## src/rtl/io_write_fifo_pkg.sv

```systemverilog
// Shared I/O port-adapter constants: default word width, write slack and
// Empty/Full polarity seen by the core.
package io_write_fifo_pkg;

    localparam int unsigned IO_WORD_WIDTH = 36;
    localparam int unsigned IO_ADDR_WIDTH = 4;
    localparam int unsigned IO_DEPTH      = 16;
    localparam int unsigned IO_SLACK      = 8;

    // Core-facing Empty/Full encoding: 0 lets the core issue a write.
    typedef enum logic {
        IO_EF_READY = 1'b0,
        IO_EF_FULL  = 1'b1
    } io_ef_e;

    // EF decode: flag the port full once the free entries can no longer
    // absorb writes that already passed the core's EF check.
    function automatic io_ef_e io_ef_decode(
        input logic [31:0] free_entries,
        input logic [31:0] slack
    );
        io_ef_e ef_v;
        if (free_entries <= slack) begin
            ef_v = IO_EF_FULL;
        end else begin
            ef_v = IO_EF_READY;
        end
        return ef_v;
    endfunction

endpackage

```

## src/rtl/io_fifo_ram.sv

```systemverilog
// Simple dual-port buffer storage: one synchronous write port, one
// combinational read port addressed by the FIFO read pointer.
module io_fifo_ram
    import io_write_fifo_pkg::*;
#(
    parameter int unsigned WORD_WIDTH = IO_WORD_WIDTH,
    parameter int unsigned ADDR_WIDTH = IO_ADDR_WIDTH,
    parameter int unsigned DEPTH      = IO_DEPTH
) (
    input  logic                  clock,
    input  logic                  wr_en,
    input  logic [ADDR_WIDTH-1:0] wr_addr,
    input  logic [WORD_WIDTH-1:0] wr_data,
    input  logic [ADDR_WIDTH-1:0] rd_addr,
    output logic [WORD_WIDTH-1:0] rd_data
);

    logic [WORD_WIDTH-1:0] mem_r [DEPTH];

    // Write port: contents are deliberately never cleared by reset.
    always_ff @(posedge clock) begin
        if (wr_en) begin
            mem_r[wr_addr] <= wr_data;
        end
    end

    assign rd_data = mem_r[rd_addr];

endmodule

```

## src/rtl/io_write_fifo.sv

```systemverilog
// Core-to-external write buffer: accepts core I/O writes, presents them in
// order to a ready/valid consumer and signals Empty/Full back to the core.
module io_write_fifo
    import io_write_fifo_pkg::*;
#(
    parameter int unsigned WORD_WIDTH = IO_WORD_WIDTH,
    parameter int unsigned ADDR_WIDTH = IO_ADDR_WIDTH,
    parameter int unsigned DEPTH      = IO_DEPTH,
    parameter int unsigned SLACK      = IO_SLACK
) (
    input  logic                  clock,
    input  logic                  reset,
    input  logic                  io_wren,
    input  logic [WORD_WIDTH-1:0] io_write_data,
    output logic                  io_write_EF,
    output logic [WORD_WIDTH-1:0] out_data,
    output logic                  out_valid,
    input  logic                  out_ready,
    output logic [ADDR_WIDTH:0]   fill_count,
    output logic                  overflow
);

    localparam logic [ADDR_WIDTH:0] DEPTH_C = (ADDR_WIDTH+1)'(DEPTH);

    logic [ADDR_WIDTH-1:0] wr_ptr_r;
    logic [ADDR_WIDTH-1:0] rd_ptr_r;
    logic [ADDR_WIDTH:0]   count_r;
    logic                  overflow_r;

    logic                  full_s;
    logic                  pop_s;
    logic                  push_s;
    logic                  drop_s;
    logic                  ram_we_s;
    logic [ADDR_WIDTH:0]   free_s;

    // Handshake decode; a full buffer still accepts a write when a pop
    // frees an entry on the same edge.
    always_comb begin
        full_s   = 1'b0;
        pop_s    = 1'b0;
        push_s   = 1'b0;
        drop_s   = 1'b0;
        ram_we_s = 1'b0;
        free_s   = DEPTH_C - count_r;
        if (count_r == DEPTH_C) begin
            full_s = 1'b1;
        end else begin
            full_s = 1'b0;
        end
        pop_s    = (count_r != {(ADDR_WIDTH+1){1'b0}}) && out_ready;
        push_s   = io_wren && (!full_s || pop_s);
        drop_s   = io_wren && full_s && !pop_s;
        ram_we_s = push_s && !reset;
    end

    // Pointer, occupancy and sticky overflow state.
    always_ff @(posedge clock) begin
        if (reset) begin
            wr_ptr_r   <= {ADDR_WIDTH{1'b0}};
            rd_ptr_r   <= {ADDR_WIDTH{1'b0}};
            count_r    <= {(ADDR_WIDTH+1){1'b0}};
            overflow_r <= 1'b0;
        end else begin
            if (push_s) begin
                wr_ptr_r <= wr_ptr_r + {{(ADDR_WIDTH-1){1'b0}}, 1'b1};
            end else begin
                wr_ptr_r <= wr_ptr_r;
            end
            if (pop_s) begin
                rd_ptr_r <= rd_ptr_r + {{(ADDR_WIDTH-1){1'b0}}, 1'b1};
            end else begin
                rd_ptr_r <= rd_ptr_r;
            end
            case ({push_s, pop_s})
                2'b10:   count_r <= count_r + {{ADDR_WIDTH{1'b0}}, 1'b1};
                2'b01:   count_r <= count_r - {{ADDR_WIDTH{1'b0}}, 1'b1};
                default: count_r <= count_r;
            endcase
            if (drop_s) begin
                overflow_r <= 1'b1;
            end else begin
                overflow_r <= overflow_r;
            end
        end
    end

    io_fifo_ram #(
        .WORD_WIDTH (WORD_WIDTH),
        .ADDR_WIDTH (ADDR_WIDTH),
        .DEPTH      (DEPTH)
    ) u_ram (
        .clock   (clock),
        .wr_en   (ram_we_s),
        .wr_addr (wr_ptr_r),
        .wr_data (io_write_data),
        .rd_addr (rd_ptr_r),
        .rd_data (out_data)
    );

    assign fill_count  = count_r;
    assign out_valid   = (count_r != {(ADDR_WIDTH+1){1'b0}});
    assign overflow    = overflow_r;
    assign io_write_EF = io_ef_decode(32'(free_s), 32'(SLACK));

endmodule

```

## config.mk

```make
export PLATFORM = sky130hd
export DESIGN_NAME = io_write_fifo
export DESIGN_NICKNAME = d
export VERILOG_FILES = /design/src/rtl/io_write_fifo_pkg.sv /design/src/rtl/io_fifo_ram.sv /design/src/rtl/io_write_fifo.sv
export SDC_FILE = /design/constraint.sdc
export NUM_CORES = 1
export LEC_CHECK = 0
export ABC_AREA = 1
export CORE_MARGIN = 2
export CORE_UTILIZATION = 61
export DETAILED_ROUTE_END_ITERATION = 16
export PLACE_DENSITY = 0.83
export SYNTH_ARGS = -nofsm -noshare
export SYNTH_HDL_FRONTEND = slang
export SYNTH_SLANG_ARGS = --single-unit
```

## constraint.sdc

```tcl
create_clock -name clock -period 4.1 [get_ports clock]
set_clock_uncertainty 0.15 [all_clocks]
set_input_delay 1.025 -clock clock [delete_from_list [all_inputs] [get_ports clock]]
set_output_delay 1.025 -clock clock [all_outputs]
set_load 0.01 [all_outputs]
```

Yosys cells after proc, flatten, opt, wreduce, memory -nomap -nowiden --
Memories as Yosys holds them, arrays and structs flattened. A register that Yosys moved wholly into a read port is not among the register bits. Cells that the tools add are included.
Word-level totals: flip-flop bits (word level) 14, memory bits (writable) 576, bits of input ports 40, output and inout port bits 44, logic and storage cells 32, memories 1
Cells by class: $add $sub $neg 5, magnitude comparators 1, equal/unequal tests 3, muxes and demuxes 7, reductions and logical operators 11
Memory list:
- u_ram.mem_r | depth 16, width 36, read ports 1, clocked after Yosys merged registers in 1, write ports 1, RTL line io_fifo_ram.sv:18 | logic [WORD_WIDTH-1:0] mem_r [DEPTH];
Operators by type and width (number):
- $pmux W5 S2 | 1
- $add A4 B1 Y4 const B | 2
- $mux W4 | 2
- $add A5 B1 Y5 const B | 1
- $eq A5 B5 Y1 const B | 1
- $le A5 B4 Y1 const B | 1
- $logic_and A1 B1 Y1 | 5
- $reduce_bool A5 Y1 | 1
- $sub A5 B1 Y5 const B | 1
- $sub A5 B5 Y5 const A | 1
- $mux W1 | 4
- $logic_not A1 Y1 | 3
- $eq A2 B1 Y1 const B | 1
- $eq A2 B2 Y1 const B | 1
- $reduce_bool A2 Y1 | 1
- $logic_or A1 B1 Y1 | 1

Longest topological paths before layout --
depth in word-level cells 8, depth in mapped cells 18, mapped depth without buffers 18

Cells and area by module --
A second synthesis with hierarchy kept.
Unflattened totals: cells, all modules 2461, area, all modules 25518.2 um^2
By module, submodules not included:
- io_fifo_ram | instances 1, cells each 2343, area an instance 24673.7 um^2, sequential area each 17296.6 um^2
- io_write_fifo | instances 1, cells each 118, area an instance 844.6 um^2, sequential area each 280.3 um^2

Worst setup path before layout --
No wires, ideal clock.
path kind input to register, start point input port out_ready, end point memory u_ram.mem_r[11][0] in the netlist's numbering, enable pin, arrival time 3.023 ns, data required time 3.521 ns, path slack 0.498 ns, stages 4, path through nand2_2 a21oi_4 nand2_1 nor2_1
Between the ends: cells in the longest elaborated chain, start to end 6
RTL lines:
- start, declared | RTL line io_write_fifo.sv:18 | input logic out_ready,
- $logic_and A1 B1 Y1 | RTL line io_write_fifo.sv:51 | pop_s = (count_r != {(ADDR_WIDTH+1){1'b0}}) && out_ready;
- $logic_or A1 B1 Y1 | RTL line io_write_fifo.sv:52 | push_s = io_wren && (!full_s || pop_s);
- $logic_and A1 B1 Y1 | RTL line io_write_fifo.sv:52
- $logic_and A1 B1 Y1 | RTL line io_write_fifo.sv:54 | ram_we_s = push_s && !reset;
- $mux W1 | RTL line io_fifo_ram.sv:22 | if (wr_en) begin
- $mux W1 (implied by the code) | RTL line io_fifo_ram.sv:23 | mem_r[wr_addr] <= wr_data;
- end, declared | RTL line io_fifo_ram.sv:18
No other way between the ends.

==> metrics.txt <==
remaining design rule violation count=0; Startpoint Class=flop; dominant cells by area after synthesis=sky130_fd_sc_hd__edfxtp_1 (72%), sky130_fd_sc_hd__mux2i_1 (6.0%), sky130_fd_sc_hd__o211ai_1 (3.9%); Syn Std Cell Area=24200 um2; list of cells traversed by the critical path=buf_16 > a21oi_1 > o21ai_0 > o211ai_1 > nand3_1 > nand2_1 > clkdlybuf4s50_1; slew at the pin closest to its max-slew limit=0.706 ns; area share of the leading cell type in the synthesized netlist=0.715; last weighted congestion value of the routability-driven placer=0.785; Worst IR Drop VDD=0.367 mV; worst slack after detailed placement=0.508 ns; Post-DRT Antenna Nets=0; Highest Signal Layer=met4; effective utilization at floorplan=0.621; Hold/Removal Path Class=flop to flop; r2r startpoint=fill_count[2]; slowest cell delay on critical path=0.56 ns; flip-flop and latch count after synthesis=594; cell with the largest stage delay on the worst path=sky130_fd_sc_hd__clkdlybuf4s50_1; final instance area=27300 um2; share of layout cells above drive strength 1=0.0956; count of hold-fix buffers inserted at cts=0; TritonCTS clock tree=yes; gr usage total=0.258; initial antenna violation count=0; average via count per standard cell=6.18; total number of yosys warnings=0; final net count=1798; internal reg-to-reg setup slack=1.24 ns; # setup viols final=0; critical path type=flop to primary output; required time of the critical path=2.92 ns; number of levels the H-tree was split into=2; Synthesized Nets=1705; root buf cell=sky130_fd_sc_hd__clkbuf_16; count of standard-cell rows=72; die width=203 um; drt pass-1 iters=6; Area after DPL=25600 um2; vias in the first global route=14200; Bufs on Longest Clock Path=3; Distinct cells, synth=33; total grt overflow=0; worst path arrival time=2.85 ns; instance count of the mapped netlist=1656; average cell area after synthesis=14.6 um2; met3 layer wire length in the routed design=4720 um; share of flip-flops with an asynchronous set or reset=0; ratio of final minimum period to clock period=0.982; slack of the critical path=0.0750 ns; area grow syn2layout=12.9%; result of the run=finished, final reports clean; number of enable-type register cells in the synthesized netlist=576; number of max-cap violations=0; headroom to the max-slew limit=0.528; Synth Flop Type=sky130_fd_sc_hd__edfxtp_1; max-slew violation count=0; most used cells in the layout excluding fill and tap cells=sky130_fd_sc_hd__edfxtp_1 (576), sky130_fd_sc_hd__inv_1 (163), sky130_fd_sc_hd__a21oi_1 (153); Layout Utilization=0.701; Fillers=2471; wire per inst=23.3 um; Peak Freq=248 MHz; Cell Pwr Density=518 nW/um2; Post-DP HPWL=28800 um; die span in y=203 um; TritonCTS Buffers=55; Critical Path Sink Type=primary output; Post-Route M1 WL=20700 um; clock sink total=594; core area=38900 um2; proportion of synthesized chip area in sequential cells=0.730; leakage power=0.00917 uW; antenna diode count=0; Detail Route met2 WL=26900 um; clock-pin slew reported for the worst setup and hold paths after clock tree synthesis=0.06 ns; wire length after detailed routing=53700 um; most common cell after layout, fill and taps aside=sky130_fd_sc_hd__edfxtp_1; worst setup path endpoint=out_data[24]; post-synth top area cell=sky130_fd_sc_hd__edfxtp_1; crit path max fanout=80; Buffers on Ports=83; latest clock arrival within the worst-skew pair=0.60 ns; final hold violation count=0; via count of the routed design=14300; boundary pin count=84; maximum number of pins on one net before global-route repair=107; endpoint of the worst-slack reg-to-reg timing path=u_ram.mem_r[9][30]; RSZ-0062 raised after global routing=false; DRC violation total after the first TritonRoute iteration=1615; post-layout minimum cycle time=4.02 ns; global-route wire length before repair=80400 um; cell depth of the worst flop-to-flop path=10; Die Area=41200 um2
worst min-delay path by stage:
stage | slack (ns) | startpoint | endpoint | cells after the start
after floorplan | 0.26 | rd_ptr_r[3] | flop | 1
after global placement | 0.28 | rd_ptr_r[3] | flop | 1
after detailed placement | 0.27 | rd_ptr_r[3] | flop | 1
after CTS | 0.29 | rd_ptr_r[3] | flop | 1
after global routing | 0.33 | rd_ptr_r[3] | flop | 1
final | 0.30 | rd_ptr_r[3] | flop | 1
sequential cells by signal, indices dropped and copies added (netlist names), named ones only:
signal and count:
fill_count 5, overflow 1, rd_ptr_r 4, u_ram.mem_r 576, wr_ptr_r 4
Yosys cell counts, types with 6 or more instances:
cell and instances:
sky130_fd_sc_hd__o211ai_1 125, sky130_fd_sc_hd__buf_2 17, sky130_fd_sc_hd__ha_1 9, sky130_fd_sc_hd__a21oi_1 153, sky130_fd_sc_hd__buf_12 9, sky130_fd_sc_hd__nand3_1 54, sky130_fd_sc_hd__edfxtp_1 576, sky130_fd_sc_hd__o211ai_2 20
sky130_fd_sc_hd__inv_2 6, sky130_fd_sc_hd__o21ai_1 45, sky130_fd_sc_hd__nand2_1 62, sky130_fd_sc_hd__buf_8 7, sky130_fd_sc_hd__clkbuf_1 38, sky130_fd_sc_hd__nor2_1 29, sky130_fd_sc_hd__o21ai_0 138, sky130_fd_sc_hd__inv_1 163
sky130_fd_sc_hd__mux2i_1 144, sky130_fd_sc_hd__dfxtp_1 18, sky130_fd_sc_hd__buf_1 13, sky130_fd_sc_hd__buf_6 17
final cells by class:
cell class / instances / area (um2) / area share
Multi-Input combinational cell: 789 / 5240 / 0.192
Timing Repair Buffer: 138 / 1490 / 0.0546
Clock inverter: 29 / 183 / 0.00669
Tap cell: 518 / 648 / 0.0237
Inverter: 171 / 644 / 0.0236
Sequential cell: 594 / 17700 / 0.647
Clock buffer: 67 / 1420 / 0.0521
critical path: cells and delay by family, from the launching register on:
kind	cells	cell delay (ns)
flops	1	0.43
compound gates	3	0.54
simple gates	2	0.37
buf+inv	2	0.80
power breakdown:
group	internal, uW	leakage (uW)	switching, uW	total (uW)
clock	2510	0.000781	2110	4620
sequential	6740	0.00534	68.6	6810
combinational	1090	0.00306	1620	2720
total	10400	0.00917	3800	14100
kinds of logic after synthesis:
logic type	count (synthesis)	synth area share
flip-flops	594	0.730
AO/OA/AOI/OAI	486	0.121
buffers and inverters	273	0.0581
AND/OR/NAND/NOR	149	0.0263
multiplexers	144	0.0596
adder cells (fa/ha/maj)	9	0.00466
XOR/XNOR	1	0.000362
per-stage QoR:
stage	setup TNS, ns	hold slack, ns	power (uW)	std cells
floorplan	0	0.262	8750	1656
global route	0	0.334	14700	2306
detailed placement	0	0.273	9550	2204
CTS	-0.0533	0.292	14100	2300
finish	0	0.295	14100	2306
global placement	0	0.280	9450	2204
routing by layer:
layer  vias up  global-route usage
met4         0              0.0735
met3       109              0.0441
met5         -                   0
met1      6995               0.345
met2       771               0.440
li1       6380                   -
repair_timing:
| action | in CTS | in global routing |
|---|---|---|
| cloned | 0 | 1 |
| endpoints found under the hold margin | 0 | 0 |
| endpoints found under the setup margin | 5 | 26 |
| gates resized for setup | 3 | 2 |
| buffers inserted | 0 | 5 |
(Power assumes the default switching activity.)
